## src/rtl/bin2bcd_seq.sv

```systemverilog
// Sequential 8-bit binary to 3-digit BCD converter (double dabble, one bit per cycle).
// Define BIN2BCD_BLANK_EN to blank leading zero digits to 4'hF.
module bin2bcd_seq (
  input  logic       clk,
  input  logic       rst,
  input  logic       start,
  input  logic [7:0] bin_in,
  output logic       busy,
  output logic       done,
  output logic [3:0] bcd_hundreds,
  output logic [3:0] bcd_tens,
  output logic [3:0] bcd_ones
);

  typedef enum logic [1:0] {StIdle, StShift, StDone} state_e;

  localparam logic [3:0] DigitBlank = 4'hF;
`ifdef BIN2BCD_BLANK_EN
  localparam logic [3:0] RstHundreds = DigitBlank;
  localparam logic [3:0] RstTens     = DigitBlank;
`else
  localparam logic [3:0] RstHundreds = 4'h0;
  localparam logic [3:0] RstTens     = 4'h0;
`endif
  localparam logic [3:0] RstOnes     = 4'h0;
  localparam logic [2:0] LastIter    = 3'd7;

  state_e      state_q, state_d;
  logic [7:0]  bin_q, bin_d;
  logic [11:0] scratch_q, scratch_d;
  logic [2:0]  cnt_q, cnt_d;
  logic [3:0]  hundreds_q, hundreds_d;
  logic [3:0]  tens_q, tens_d;
  logic [3:0]  ones_q, ones_d;

  logic        load;
  logic        last_iter;
  logic [11:0] adjusted;

  // Digits of 5..9 get +3 so the following shift carries correctly into the next digit.
  function automatic logic [3:0] dabble(input logic [3:0] digit);
    return (digit >= 4'd5) ? digit + 4'd3 : digit;
  endfunction

  // State register
  always_ff @(posedge clk) begin
    if (rst) begin
      state_q <= StIdle;
    end else begin
      state_q <= state_d;
    end
  end

  // Next-state logic
  always_comb begin
    state_d = state_q;
    unique case (state_q)
      StIdle:  if (start) state_d = StShift;
      StShift: if (cnt_q == LastIter) state_d = StDone;
      StDone:  state_d = start ? StShift : StIdle;
      default: state_d = StIdle;
    endcase
  end

  // FSM outputs
  always_comb begin
    busy = 1'b0;
    done = 1'b0;
    unique case (state_q)
      StShift: busy = 1'b1;
      StDone:  done = 1'b1;
      default: ;
    endcase
  end

  assign load      = start && ((state_q == StIdle) || (state_q == StDone));
  assign last_iter = (state_q == StShift) && (cnt_q == LastIter);
  assign adjusted  = {dabble(scratch_q[11:8]), dabble(scratch_q[7:4]), dabble(scratch_q[3:0])};

  // Datapath next-state
  always_comb begin
    bin_d     = bin_q;
    scratch_d = scratch_q;
    cnt_d     = cnt_q;
    if (load) begin
      bin_d     = bin_in;
      scratch_d = 12'h000;
      cnt_d     = 3'd0;
    end else if (state_q == StShift) begin
      scratch_d = {adjusted[10:0], bin_q[7]};
      bin_d     = {bin_q[6:0], 1'b0};
      cnt_d     = cnt_q + 3'd1;
    end
  end

  // Result registers capture the post-shift scratch value on the final iteration,
  // so the result is visible in the same cycle done rises.
  always_comb begin
    hundreds_d = hundreds_q;
    tens_d     = tens_q;
    ones_d     = ones_q;
    if (last_iter) begin
      hundreds_d = scratch_d[11:8];
      tens_d     = scratch_d[7:4];
      ones_d     = scratch_d[3:0];
`ifdef BIN2BCD_BLANK_EN
      if (scratch_d[11:8] == 4'd0) begin
        hundreds_d = DigitBlank;
        if (scratch_d[7:4] == 4'd0) tens_d = DigitBlank;
      end
`endif
    end
  end

  always_ff @(posedge clk) begin
    if (rst) begin
      bin_q      <= 8'h00;
      scratch_q  <= 12'h000;
      cnt_q      <= 3'd0;
      hundreds_q <= RstHundreds;
      tens_q     <= RstTens;
      ones_q     <= RstOnes;
    end else begin
      bin_q      <= bin_d;
      scratch_q  <= scratch_d;
      cnt_q      <= cnt_d;
      hundreds_q <= hundreds_d;
      tens_q     <= tens_d;
      ones_q     <= ones_d;
    end
  end

  assign bcd_hundreds = hundreds_q;
  assign bcd_tens     = tens_q;
  assign bcd_ones     = ones_q;

endmodule

```

## config.mk

```make
export PLATFORM = sky130hd
export DESIGN_NAME = bin2bcd_seq
export DESIGN_NICKNAME = d
export VERILOG_FILES = /design/src/rtl/bin2bcd_seq.sv
export SDC_FILE = /design/constraint.sdc
export NUM_CORES = 1
export LEC_CHECK = 0
export CAP_MARGIN = 20
export CORE_ASPECT_RATIO = 2
export CORE_MARGIN = 10
export CORE_UTILIZATION = 24
export DETAILED_ROUTE_END_ITERATION = 6
export SYNTH_ARGS = -nofsm -noshare
export SYNTH_HDL_FRONTEND = slang
export SYNTH_SLANG_ARGS = --single-unit
```

## constraint.sdc

```tcl
create_clock -name clk -period 4.2 [get_ports clk]
set_input_delay 1.05 -clock clk [delete_from_list [all_inputs] [get_ports clk]]
set_output_delay 1.05 -clock clk [all_outputs]
set_load 0.02 [all_outputs]
```

==> flow_summary.ini <==
[clocking]
cts_root_buf = clkbuf_16
cts_resized = 0
cts_tree = done
postCtsHoldBufs = 0
numCtsBuffers = 5
cts_num_sinks = 37
path_clk_slew_ps = 60
cts_max_level = 2
clock_path_buffers = 2
clock_latency_ps = 280
cts_setup_buffers = 0

[timing]
finalCriticalPeriod_ps = 2614
maxClockFrequency_mhz = 382.6
setup_violations = 0
hold_viol = 0
hold-worst-slack_ps = 464.5
period_share = 0.6224
fin_skew_ps = 6.879
relSlewSlack = 0.3958
final.setup.tns_ps = 0
worst_pin_slew_ps = 906.4
rsz0062_at_grt = false
finalMaxSlewViolations = 0
fin_ws_ps = 1586

[final_layout]
nNetsFinal = 228
multi_input_area_sq_um = 830.8
syn_to_final_growth_pct = 27.24
ff_latch_area_sq_um = 740.7
fillers = 720
diodes = 0
final_layout_size_suffix_gt1_frac = 0.07656

[yosys]
synth_edf_count = 0
synthArstFlopShare = 0
syn-cell-area_sq_um = 1663
netlist_instances = 186
syn-num-nets = 205
synth-seq-cells = 37
synth_top_cell_by_area = dfxtp_1
yosysWarnings = 0
yosys-top-cells-count = dfxtp_1 (37), o21ai_0 (20), nand2_1 (18), nor2_1 (16), a21oi_1 (9)
synth.top_cell.area_share = 0.4454
synth.avg_cell_area_sq_um = 8.940
yosysMostFrequentCell = dfxtp_1
ys_seq_area_frac = 0.4454
synth.area.top_cells = dfxtp_1 (45%), ha_1 (6.0%), o21ai_0 (6.0%)
synth_cell_type_count = 33
ys_dominant_reg_cell = dfxtp_1

[job]
cap_violations = 0

[routing]
routed_via_density = 4.606
wl_mm = 3.903
vias = 1368
firstDrtPassIters = 4
postRouteAntennaNets = 0
post_drt_wl_per_cell_um = 13.14
drt_iter0_markers = 32
drcViolationCount = 0

[worst_setup_path]
endpoint_kind = output port
arrival_ps = 1560
cp_max_fo = 12
crit_slowest_cell = clkdlybuf4s50_1
regToRegSetupSlack_ps = 2500
worstPathCellList = nand2b_1 -> inv_4 -> clkdlybuf4s50_1
required_ps = 3150
path_class = register to output port
cp-start-kind = register
cpPeakStageDelay_ps = 620

[floorplan]
die_x_um = 78.86
rows = 42
ios = 25
start_util = 0.2492
dieArea_sq_um = 10860
die_h_um = 137.7
core_area_sq_um = 6674

[placed_design]
place_worst_setup_slack_ps = 1420
place.gp.congestion = 0.7454
io_buffers = 24
hpwl_mm = 2.925

[power]
power.density_nw_per_um2 = 375.5
vdd.ir_drop.worst_mv = 0.1457
power_uw = 794.5
p_leak_nw = 0.7518

[hold_path]
hp-class = register to register

[outcome]
status = finished, final reports clean

[global_routing]
gr-total-overflow = 0
antenna_found_initial = 0
grt_pass1_vias = 1425
grt_pass1_wl_mm = 6.541
grt_usage = 0.07707
grt_max_degree = 26
placed cells by master (no fill, tap or decap), drive strengths merged:
cell and n:
ha 8, nor3b 4, a31oi 1, nand3 1, nand2b 8, nor2 16
nand3b 6, xnor2 4, mux2 3, a21oi 9, clkdlybuf4s50 24, o21bai 1
clkbuf 6, buf 2, o2bb2ai 1, a21o 2, o22ai 4, a311oi 3
o21ai 20, o21a 1, nand2 18, clkinvlp 1, dfxtp 37, inv 8
nor3 5, a211oi 3, nand4b 8, mux2i 1, nor2b 3, and2 1
sequential cells by signal, indices dropped and copies added (netlist names):
name	count
state_q	2
scratch_q	12
cnt_q	3
bcd_hundreds	4
bcd_tens	4
bcd_ones	4
bin_q	8
critical path: cells and delay by family (launching register included):
family                 cells  cell delay (ps)
and+or+nand+nor            1              130
DFF                        1              380
buffers and inverters      2              760
area by class of cell:
cell class / instances / area share
Inverter: 8 / 0.01538
Clock buffer: 6 / 0.06564
Clock inverter: 1 / 0.003548
Tap cell: 88 / 0.05204
Multi-Input combinational cell: 131 / 0.3927
Sequential cell: 37 / 0.3501
Timing Repair Buffer: 26 / 0.1206
per-stage QoR:
step	instances	utilization	instance area, sq um
finish	297	0.3170	2116
global route	297	0.3170	2116
CTS	297	0.3170	2116
detailed placement	290	0.2951	1969
global placement	290	0.2951	1969
floorplan	186	-	1663
kinds of logic (layout without fill, tap and decap cells):
family / count (synthesis) / count (layout) / share of synthesized area
AO/OA/AOI/OAI: 45 / 45 / 0.1588
XOR/XNOR: 4 / 4 / 0.02107
adder cells (fa/ha/maj): 8 / 8 / 0.06020
buffers and inverters: 18 / 41 / 0.05493
flip-flops: 37 / 37 / 0.4454
multiplexers: 4 / 4 / 0.02633
AND/OR/NAND/NOR: 70 / 70 / 0.2333
path summary, 6_finish.rpt:
| check | from | endpoint | depth (start not counted) |
|---|---|---|---|
| max | state_q[0]$_SDFFE_PP0P_ | busy | 3 |
| min | cnt_q[2]$_SDFFE_PP0P_ | cnt_q[2]$_SDFFE_PP0P_ | 2 |
| max reg2reg | state_q[0]$_SDFFE_PP0P_ | bin_q[5]$_SDFFE_PP0P_ | 4 |
| min reg2reg | cnt_q[2]$_SDFFE_PP0P_ | cnt_q[2]$_SDFFE_PP0P_ | 2 |
metal layers:
metal,vias to the layer above,track usage,share of wire
li1,696,-,-
met2,27,0.1397,0.53
met5,-,0,0
met1,639,0.07102,0.39
met3,6,0.02219,0.053
met4,0,0.05611,0.029
report_power, final:
group | internal [mW] | switching [mW] | leakage [nW]
clock | 0.232 | 0.137 | 0.0690
sequential | 0.360 | 0.00555 | 0.300
combinational | 0.0257 | 0.0330 | 0.383
(Power assumes the default switching activity.)
